--- src/rtl/timer_pkg.sv ---
// Shared definitions for timer32 and its bus master: register map, CTRL bit
// positions and the master's state encoding.
package timer_pkg;

  localparam logic [1:0] ADDR_PERIOD = 2'b01;
  localparam logic [1:0] ADDR_CTRL   = 2'b10;

  localparam int CTRL_EN   = 0;
  localparam int CTRL_FLAG = 2;

  typedef enum logic [2:0] {
    ST_IDLE,
    ST_WR_PER,
    ST_RB_REQ,
    ST_RB_WAIT,
    ST_WR_EN,
    ST_POLL_REQ,
    ST_POLL_WAIT,
    ST_WR_DIS
  } state_t;

endpackage

--- src/rtl/timer_bus_master.sv ---
// Programs one timer32 over its register port, polls the FLAG bit and turns each
// toggle into a tick. Optional PERIOD readback check: TIMER_MASTER_READBACK_EN.
module timer_bus_master
  import timer_pkg::*;
#(
  parameter int          CNT_W      = 16,
  parameter logic [31:0] MIN_PERIOD = 32'd2
) (
  input  logic             clk,
  input  logic             reset,
  input  logic             start,
  input  logic             stop,
  input  logic [31:0]      period_in,
  output logic             busy,
  output logic             tick,
  output logic [CNT_W-1:0] tick_count,
  output logic             err,
  output logic [1:0]       addr,
  output logic [31:0]      din,
  output logic             wren,
  output logic             rden,
  input  logic [31:0]      dout
);

  function automatic logic [31:0] clamp_period(input logic [31:0] p);
    return (p < MIN_PERIOD) ? MIN_PERIOD : p;
  endfunction

  state_t             state_q, state_d;
  logic [31:0]        period_q, period_d;
  logic               stop_pend_q, stop_pend_d;
  logic               shadow_q, shadow_d;
  logic               first_q, first_d;
  logic               tick_d;
  logic [CNT_W-1:0]   cnt_q, cnt_d;
  logic               stop_now;
  logic [1:0]         addr_d;
  logic [31:0]        din_d;
  logic               wren_d, rden_d, busy_d;

`ifdef TIMER_MASTER_READBACK_EN
  logic err_q, err_d;
`else
  logic unused_dout;
  assign unused_dout = ^{dout[31:3], dout[1:0]};
`endif

  always_comb begin
    state_d     = state_q;
    period_d    = period_q;
    stop_pend_d = stop_pend_q;
    shadow_d    = shadow_q;
    first_d     = first_q;
    tick_d      = 1'b0;
    cnt_d       = cnt_q;
`ifdef TIMER_MASTER_READBACK_EN
    err_d       = err_q;
`endif
    // A stop arriving in the last cycle of a bus access still takes effect at its end.
    stop_now    = stop_pend_q | stop;

    case (state_q)
      ST_IDLE: begin
        if (start) begin
          period_d    = clamp_period(period_in);
          cnt_d       = '0;
          stop_pend_d = 1'b0;
`ifdef TIMER_MASTER_READBACK_EN
          err_d       = 1'b0;
`endif
          state_d     = ST_WR_PER;
        end
      end
`ifdef TIMER_MASTER_READBACK_EN
      ST_WR_PER:  state_d = stop_now ? ST_WR_DIS : ST_RB_REQ;
      ST_RB_REQ:  state_d = ST_RB_WAIT;
      ST_RB_WAIT: begin
        if (dout != period_q) begin
          err_d   = 1'b1;
          state_d = ST_WR_DIS;
        end else begin
          state_d = stop_now ? ST_WR_DIS : ST_WR_EN;
        end
      end
`else
      ST_WR_PER:  state_d = stop_now ? ST_WR_DIS : ST_WR_EN;
`endif
      ST_WR_EN: begin
        first_d = 1'b1;
        state_d = stop_now ? ST_WR_DIS : ST_POLL_REQ;
      end
      ST_POLL_REQ: state_d = ST_POLL_WAIT;
      ST_POLL_WAIT: begin
        if (first_q) begin
          shadow_d = dout[CTRL_FLAG];
          first_d  = 1'b0;
        end else if (dout[CTRL_FLAG] != shadow_q) begin
          shadow_d = dout[CTRL_FLAG];
          tick_d   = 1'b1;
          cnt_d    = cnt_q + 1'b1;
        end
        state_d = stop_now ? ST_WR_DIS : ST_POLL_REQ;
      end
      ST_WR_DIS: begin
        stop_pend_d = 1'b0;
        state_d     = ST_IDLE;
      end
      default: state_d = ST_IDLE;
    endcase

    if (stop && state_q != ST_IDLE && state_q != ST_WR_DIS && state_d != ST_WR_DIS)
      stop_pend_d = 1'b1;

    // Bus outputs are decoded from the next state so they register in step with it.
    wren_d = (state_d == ST_WR_PER) || (state_d == ST_WR_EN) || (state_d == ST_WR_DIS);
    rden_d = (state_d == ST_RB_REQ) || (state_d == ST_POLL_REQ);
    busy_d = (state_d != ST_IDLE);
    addr_d = 2'b00;
    din_d  = 32'h0;
    case (state_d)
      ST_WR_PER:   begin addr_d = ADDR_PERIOD; din_d = period_d; end
      ST_RB_REQ:   addr_d = ADDR_PERIOD;
      ST_WR_EN:    begin addr_d = ADDR_CTRL; din_d = 32'h1 << CTRL_EN; end
      ST_POLL_REQ: addr_d = ADDR_CTRL;
      ST_WR_DIS:   addr_d = ADDR_CTRL;
      default:     ;
    endcase
  end

  always_ff @(posedge clk or negedge reset) begin
    if (!reset) begin
      state_q     <= ST_IDLE;
      stop_pend_q <= 1'b0;
      shadow_q    <= 1'b0;
      first_q     <= 1'b0;
      tick        <= 1'b0;
      cnt_q       <= '0;
      busy        <= 1'b0;
      addr        <= 2'b00;
      din         <= 32'h0;
      wren        <= 1'b0;
      rden        <= 1'b0;
    end else begin
      state_q     <= state_d;
      stop_pend_q <= stop_pend_d;
      shadow_q    <= shadow_d;
      first_q     <= first_d;
      tick        <= tick_d;
      cnt_q       <= cnt_d;
      busy        <= busy_d;
      addr        <= addr_d;
      din         <= din_d;
      wren        <= wren_d;
      rden        <= rden_d;
    end
  end

  always_ff @(posedge clk) begin
    period_q <= period_d;
  end

`ifdef TIMER_MASTER_READBACK_EN
  always_ff @(posedge clk or negedge reset) begin
    if (!reset) err_q <= 1'b0;
    else        err_q <= err_d;
  end
  assign err = err_q;
`else
  assign err = 1'b0;
`endif

  assign tick_count = cnt_q;

endmodule

--- config.mk ---
export PLATFORM = sky130hd
export DESIGN_NAME = timer_bus_master
export DESIGN_NICKNAME = d
export VERILOG_FILES = /design/src/rtl/timer_pkg.sv /design/src/rtl/timer_bus_master.sv
export SDC_FILE = /design/constraint.sdc
export NUM_CORES = 1
export LEC_CHECK = 0
export CAP_MARGIN = 5
export CORE_ASPECT_RATIO = 0.8
export CORE_MARGIN = 3
export CORE_UTILIZATION = 42
export DETAILED_ROUTE_END_ITERATION = 16
export PLACE_DENSITY = 0.83
export SKIP_CTS_REPAIR_TIMING = 1
export SYNTH_ARGS = -nofsm -noshare
export SYNTH_HDL_FRONTEND = slang
export SYNTH_SLANG_ARGS = --single-unit
--- constraint.sdc ---
create_clock -name clk -period 2.51 [get_ports clk]
set_input_delay 0.251 -clock clk [delete_from_list [all_inputs] [get_ports clk]]
set_output_delay 0.251 -clock clk [all_outputs]
set_load 0.01 [all_outputs]
* Yosys cells after proc, flatten, opt, wreduce, memory -nomap -nowiden
Index checks and enable logic that the tools add are counted.
** Word-level totals
- Bits in registers :: 92
- Bits in latches :: 0
- Memory bits (writable) :: 0
- ROM bits :: 0
- Input bits :: 68
- Output and inout port bits :: 55
- Logic and storage cells :: 73
- Memories kept :: 0
** Cells by class
- $add $sub $neg :: 1
- Multipliers :: 0
- Div/mod/pow operators :: 0
- Magnitude comparators :: 1
- Eq/ne operators :: 17
- Shift operators :: 0
- Multiplexer cells :: 22
- Bitwise operators :: 1
- Reduce and logical (&&, ||, !) cells :: 19
** Operators with widths (number)
- two-way mux 32 bit :: 3
- one-hot mux 32 bit (2 select lines) :: 1
- two-way mux 16 bit :: 3
- less-than comparator 32 x 2 -> 1 bit, second input constant :: 1
- one-hot mux 16 bit (2 select lines) :: 1
- equality test 3 bit, second input constant :: 7
- adder 16 x 1 -> 16 bit, second input constant :: 1
- one-hot mux 3 bit (4 select lines) :: 1
- != test 3 bit, second input constant :: 3
- nonzero test 3 bit :: 3
- two-way mux 1 bit :: 7
- equality test 3 x 1 -> 1 bit, second input constant :: 2
- != test 2 bit, second input constant :: 3
- nonzero test 2 bit :: 3
- two-way mux 2 bit :: 2
- one-hot mux 1 bit (2 select lines) :: 2
- one-hot mux 2 bit (2 select lines) :: 1
- AND reduction 2 bit :: 2
- AND reduction 4 bit :: 1
- OR reduction 2 bit :: 2
- equality test 3 x 2 -> 1 bit, second input constant :: 1
- logical AND 1 bit :: 3
- logical NOT 3 bit :: 1
- logical OR 1 bit :: 3
- other kinds (4) :: 4

* Logic depth before layout (Yosys ltp)
- Word-level depth :: 7
- Mapped depth :: 7
- Gate-level depth less buffers :: 6

* Worst setup path after synthesis
No wires, ideal clock.
- Path kind :: flip-flop to flip-flop
- Start :: register cnt_q[0], in the netlist tick_count[0]
- End :: register cnt_q[12], in the netlist tick_count[12]
- Setup time :: 77 ps
- Arrival :: 1522 ps
- Required time :: 2433 ps
- Setup slack :: 910 ps
- Stages on the path, launching flop included :: 6
- Path buffers :: 0
- Clock period less this slack :: 1600 ps
- Path through :: dfrtp_1 > ha_1 > and3_1 > nand3_1 > or4_1 > a21oi_1
** Between the ends
- Longest elaborated chain between the ends :: 4
** Ends and longest elaborated chain
- from (decl) :: RTL line timer_bus_master.sv:35 : logic [CNT_W-1:0] cnt_q, cnt_d;
- from (signal assigned) :: RTL line timer_bus_master.sv:149 : cnt_q <= cnt_d;
- adder 16 x 1 -> 16 bit :: RTL line timer_bus_master.sv:100 : cnt_d = cnt_q + 1'b1;
- two-way mux 16 bit :: RTL line timer_bus_master.sv:97 : end else if (dout[CTRL_FLAG] != shadow_q) begin
- two-way mux 16 bit :: RTL line timer_bus_master.sv:94 : if (first_q) begin
- one-hot mux 16 bit (2 select lines) :: RTL line timer_bus_master.sv:62 : case (state_q)
No other way between the ends. The select of a mux whose other input is x is not followed.
A chain may end at the register's enable or synchronous reset.

* Worst setup path after layout
- Start :: register state_q[0]
- End :: register cnt_q[11], in the netlist tick_count[11]
** Between the ends
- Longest elaborated chain between the ends :: 3
- Elaborated cells on any way between the ends :: 8
- Those cells by class :: eq/ne: 4; mux: 1; reduce/logical: 3
** Ends and longest elaborated chain
- from (decl) :: RTL line timer_bus_master.sv:29 : state_t state_q, state_d;
- from (signal assigned) :: RTL line timer_bus_master.sv:144 : state_q <= state_d;
- equality test 3 bit or logical NOT 3 bit (tied branches) :: RTL line timer_bus_master.sv:62
- != test 2 bit (no line) or nonzero test 2 bit (tied branches)
- AND reduction 4 bit (no line)
Parallel ways exist; a longest one is shown, timed or not.

==> results.py <==
metrics = {
    "outcome": {
        "status": "completed",
    },
    "cells_and_area": {
        "drive_above_1_share": 0.0912,
        "post-route-util": 0.652,
        "final_nets": 382,
        "syn_to_final_growth_pct": 47.2,
        "antenna_cells": 0,
    },
    "detailed_routing": {
        "drt_iter0_drc": 113,
        "num_vias": 1945,
        "via_per_inst": 4.91,
        "drt-total-wl_um": 5420,
        "remaining_drc_errors": 0,
        "wl_per_cell_um": 13.7,
        "postRouteAntennaNets": 0,
        "dr.pass1.iters": 4,
    },
    "power": {
        "p_leak_uw": 0.00159,
        "power_frac_seq": 0.447,
        "switching_share": 0.294,
        "power_density_nw_per_um2": 763,
        "ir_drop_mv": 0.583,
        "power.internal_uw": 1950,
        "combPwrFrac": 0.260,
        "p_sw_uw": 813,
        "power.share.clock": 0.293,
    },
    "global_routing": {
        "grt_pass1_vias": 1841,
        "grt_overflow": 0,
        "grt_max_degree": 31,
        "grtUsageTotal": 0.162,
        "antenna_found_initial": 0,
        "grt_pass1_wl_um": 8490,
    },
    "sta": {
        "worstMarginPinSlew_ns": 0.656,
        "fin_skew_ns": 0.00584,
        "finalCritPeriodShare": 0.760,
        "finalHoldViolations": 0,
        "setup_viol": 0,
        "fmax_ghz": 0.524,
        "grt_setup_unrepaired": "false",
        "slew_violations": 0,
        "period_needed_ns": 1.91,
        "setup_tns_ns": 0,
        "slew_headroom": 0.562,
    },
    "yosys": {
        "ys_top_cells_by_count": "dfrtp_1, and2_1, nand2_1",
        "syn_inst": 217,
        "synthTopCellsByArea": "dfrtp_1, and2_1, nand2_1, nor4_1, o21ai_0",
        "synth_edf_count": 0,
        "synthDistinctLibCells": 40,
        "yosysTopAreaCell": "dfrtp_1",
        "synth_warnings": 0,
        "yosysSeqAreaShare": 0.611,
        "syn_area_um2": 2460,
        "synth.most_common_cell": "dfrtp_1",
        "synth_flop_cell": "dfrtp_1",
        "postSynthAreaPerCell_um2": 11.3,
        "synth_top_area_frac": 0.611,
        "syn_nets": 286,
        "synth-seq-cells": 60,
        "async_flop_share": 1.00,
    },
    "min_path": {
        "min-delay-path-class": "flip-flop to flip-flop",
        "min_from": "first_q",
    },
    "clock_tree": {
        "clk_path_buf_depth": 2,
        "clk_pin_slew_ns": 0.06,
        "cts_tree": "yes",
        "cts_buffers": 9,
        "clock-sinks": 60,
        "clock_latency_ns": 0.32,
        "h-tree-depth": 3,
        "cts_root_buf": "clkbuf_8",
    },
    "placed_design": {
        "gp_congestion": 0.840,
        "place_hpwl_um": 4100,
        "portBuffers": 90,
    },
    "die": {
        "start_util": 0.443,
        "die_area_um2": 6810,
        "core_um2": 5560,
        "die_x_um": 91.5,
        "row_count": 24,
        "die_h_um": 74.4,
        "io_pins": 123,
    },
    "setup_path": {
        "r2r_start": "state_q[0]",
        "required_ns": 2.76,
        "cp_top_family": "simple AND/OR/NAND/NOR gates",
        "critPathLaunch": "state_q[0]",
        "cp-start-kind": "flip-flop",
        "crit_chain": "and4bb_1 > a21oi_4 > or4_1 > a21oi_1",
        "crit_slowest_cell": "and4bb_1",
        "critical_path_class": "flip-flop to flip-flop",
        "arrival_ns": 2.16,
        "critPathMaxFanout": 12,
        "rrSetupSlack_ns": 0.60,
        "worst-path-buf-inv": 0,
        "cpPeakStageDelay_ns": 0.52,
        "worst_setup_path_end_kind": "flip-flop",
    },
    "run": {
        "cap_violations": 0,
    },
}
per-stage QoR:
| step | cell area [µm²] | hold WS [ns] | total power [µW] | cells | worst slack, ns |
|---|---|---|---|---|---|
| after floorplan | 2460 | -0.0446 | 1630 | 217 | 0.910 |
| after global placement | 3430 | 0.304 | 1960 | 379 | 0.501 |
| after detailed placement | 3430 | 0.321 | 1970 | 379 | 0.489 |
| after CTS | 3610 | -0.0297 | 2790 | 395 | 0.605 |
| after global routing | 3620 | 0.474 | 2910 | 396 | 0.477 |
| final | 3620 | 0.474 | 2760 | 396 | 0.603 |
layer usage:
metal / track usage / wire length (µm) / vias up
met5: 0 / 0 / -
met4: 0.0552 / 16 / 0
met3: 0.0637 / 368 / 2
met2: 0.270 / 2700 / 62
met1: 0.196 / 2330 / 933
li1: - / - / 948
cell type report:
cell class              count  area [µm²]
clock buffers              11         131
clock inverters             5        52.6
fillers                   437        1940
inverters                   4        15.0
multi-input cells         142         878
flip-flops and latches     60        1500
well taps                  78        97.6
repair buffers             96         943
logic make-up (layout without fill, tap and decap cells):
logic type	Yosys count	count (layout)	share of synthesized area
xor gates and xnor gates	6	6	0.0290
buffers and inverters	15	116	0.0321
DFF	60	60	0.611
muxes	4	4	0.0168
and+or+nand+nor	103	103	0.236
adders and majority gates	1	1	0.00509
AOI/OAI and AO/OA	27	27	0.0687
other	1	1	0.00153
worst paths after layout:
check | cells after the start | endpoint
worst min register to register | 2 | first_q
max in group asynchronous | 3 | tick_count[10]
worst max register to register | 4 | tick_count[11]
worst max-delay path | 4 | tick_count[11]
min in group asynchronous | 2 | din[13]
worst min-delay path | 2 | first_q
power by group through the flow:
stage               logic (µW)  registers [µW]  clock network [µW]
finish                     718            1230                 809
global route               791            1260                 866
CTS                        728            1230                 826
detailed placement         726            1250                   0
global placement           711            1250                   0
floorplan                  367            1270                   0
sequential cells by signal, indices dropped and copies added, names as in the netlist, 2 cells and up:
signal,cells
din,32
tick_count,16
state_q,3
addr,2
placed cells by master, fill, tap and decap left out, drive strengths merged, types with 7 or more instances in the layout:
| cell type | count |
|---|---|
| nand2 | 17 |
| a21oi | 7 |
| nor4 | 10 |
| clkbuf | 11 |
| nand3 | 9 |
| o21ai | 10 |
| nor2 | 11 |
| clkdlybuf4s50 | 89 |
| dfrtp | 60 |
| and2 | 31 |
worst reg2reg max path, delay by kind of cell, from the launching register on:
kind | cells | cell delay, ns
AOI/OAI and AO/OA | 2 | 0.31
DFF | 1 | 0.48
and+or+nand+nor | 2 | 1.04
(Power assumes the default switching activity.)
==> RTL change, RTL diff (same settings) <==
Build with the macro `TIMER_MASTER_READBACK_EN` defined.
--- a/src/rtl/timer_bus_master.sv
+++ b/src/rtl/timer_bus_master.sv
@@ -2,2 +2,4 @@
 // toggle into a tick. Optional PERIOD readback check: TIMER_MASTER_READBACK_EN.
+`define TIMER_MASTER_READBACK_EN
+
 module timer_bus_master
Function: changed (a bounded check fails within 4 cycles, from zero or initial values and one cycle with reset low).
==> RTL change against the unedited design <==
  * The flow now finishes with violations (hold timing)
  * Utilization shrank 3.8 points
  * Total power grew 67%
  * Area after synthesis grew 53%
  * Synthesized cell count grew 57%
  * Final cell count grew 46%
  * Sequential cell count grew 33
  * Worst setup slack lost 0.043 ns
  * Design area grew 46%
  * Hold slack lost 0.51 ns
  * Routed wire length grew 70%
==> RTL change: results (changes against the unedited design) <==
CTS max path bufs 2 (unchanged); Tot GR Track Use 0.181 (was 0.162); CP max stage cell dfrtp_1 (was and4bb_1); nets 532 (was 382); hold violation count in the final report 31 (was 0); ratio of cells with drive above 1 in the final layout 0.0513 (was 0.0912); Ant. Diodes 0 (unchanged); RD Place Congestion 0.826 (was 0.840); failing checks hold timing; First DRT Iteration DRCs 73 (was 113); status finished, violations left (was complete, no violations); fin cells 580 (was 396); Ys Warns 0 (unchanged); synth top area cells dfrtp_1 (41%), dfxtp_1 (17%), xor2_1 (9.3%) (was dfrtp_1 (61%), and2_1 (7.6%), nand2_1 (2.6%)); Synth top cells by count dfrtp_1 (61), xor2_1 (40), a21o_1 (32), dfxtp_1 (32), and2_1 (30) (was dfrtp_1 (60), and2_1 (30), nand2_1 (17)); Worst Hold Class input pin to async pin (was flop to flop); FILL cells 731 (was 437); vias in the first global route 2915 (was 1841); Worst VDD drop 0.444 mV (was 0.583 mV); Lkg Pwr 2.44 nW (was 1.59 nW); Placed Area 0.00509 mm2 (was 0.00343 mm2); Async SR Flop Fraction 0.656 (was 1.00); First-pass DRT Iterations 4 (unchanged); htree depth 3 (unchanged); Worst Tran Pin Value 0.744 ns (was 0.656 ns); first-pass GRT wire length 14400 um (was 8490 um); Avg Inst Size Synth 11.0 um2 (was 11.3 um2); Syn Nets 409 (was 286); Total Wirelength 9230 um (was 5420 um); flop-to-flop setup slack 0.56 ns (was 0.60 ns); CP startpoint state_q[2]$_DFF_PN0_ (was state_q[0]$_DFF_PN0_); antenna violations before repair 0 (unchanged); total number of vias 2981 (was 1945); CTS root buf clkbuf_8 (unchanged); cells on worst reg2reg path 5 (was 4); hold_ws -0.0398 ns (was 0.474 ns); clk_lat worst skew 0.35 ns (was 0.32 ns); unique cell type count in the Yosys netlist 36 (was 40); hpwl dp 7160 um (was 4100 um); peak per-stage delay on the critical path 0.72 ns (was 0.52 ns); CTS Buf Count 9 (unchanged); Port Buf Inserts 122 (was 90); Worst Skew 0.0135 ns (was 0.00584 ns); CP max FO 20 (was 12); Seq/Total Area, Yosys 0.577 (was 0.611); largest net degree at the start of global routing 36 (was 31); Placed Cells 564 (was 379); clock slew seen by the registers of the worst setup and hold paths 0.09 ns (was 0.06 ns)
RTL change: changes by cell type after synthesis, sizes merged, moves of 3 or more:
| cell | unedited run | this run |
|---|---|---|
| a21o | 1 | 32 |
| mux2i | 3 | 0 |
| xnor2 | 0 | 6 |
| xor2 | 6 | 40 |
| or4 | 3 | 0 |
| nor4 | 10 | 18 |
| dfxtp | 0 | 32 |
| nand4 | 5 | 8 |
| or2 | 4 | 1 |
| clkbuf | 4 | 8 |
| nor2 | 11 | 26 |
RTL change: worst paths after layout:
path | end
hold / removal | tick_count[0]$_DFFE_PN0P_
min in group clk | period_q[1]$_DFF_P_
max in group asynchronous | din[9]$_DFF_PN0_
setup / recovery | tick_count[11]$_DFFE_PN0P_
hold reg to reg | period_q[1]$_DFF_P_
setup reg to reg | tick_count[11]$_DFFE_PN0P_
RTL change: layout make-up:
type,instances,area share
clock inverter,5,0.0114
timing repair buffer,126,0.239
inverter,3,0.00213
multi-input combinational,230,0.286
sequential,93,0.411
tap,112,0.0266
clock buffer,11,0.0249
RTL change: where the power goes:
group / switching [W] / internal (W) / total, W
logic: 0.000574 / 0.000752 / 0.00133
registers: 0.000402 / 0.00192 / 0.00232
clock network: 0.000496 / 0.000466 / 0.000962
RTL change: critical path: cells and delay by family, from the launching register on:
kind,cells,cell delay [ns]
compound gates,1,0.12
xor+xnor,1,0.18
simple gates,3,0.83
flops,1,0.72
RTL change: cells by family after synthesis:
| kind of cell | synth area share |
|---|---|
| and+or+nand+nor | 0.179 |
| DFF | 0.577 |
| AOI/OAI and AO/OA | 0.109 |
| xor gates and xnor gates | 0.107 |
| buffers and inverters | 0.0213 |
| muxes | 0.00300 |
| adders and majority gates | 0.00333 |
RTL change: metrics by stage:
| stage | worst slack (ns) | utilization |
|---|---|---|
| 3_5_place_dp | 0.367 | 0.592 |
| 3_3_place_gp | 0.310 | 0.592 |
| 5_1_grt | 0.402 | 0.614 |
| 6_report | 0.560 | 0.614 |
| 4_1_cts | 0.536 | 0.614 |
| 2_1_floorplan | 0.978 | - |
RTL change: routing by layer:
metal	vias to the layer above	track usage	wire length, um
li1	1420	-	-
met4	0	0.0436	98
met3	10	0.0697	864
met1	1439	0.220	3940
met5	-	0	0
met2	112	0.306	4330
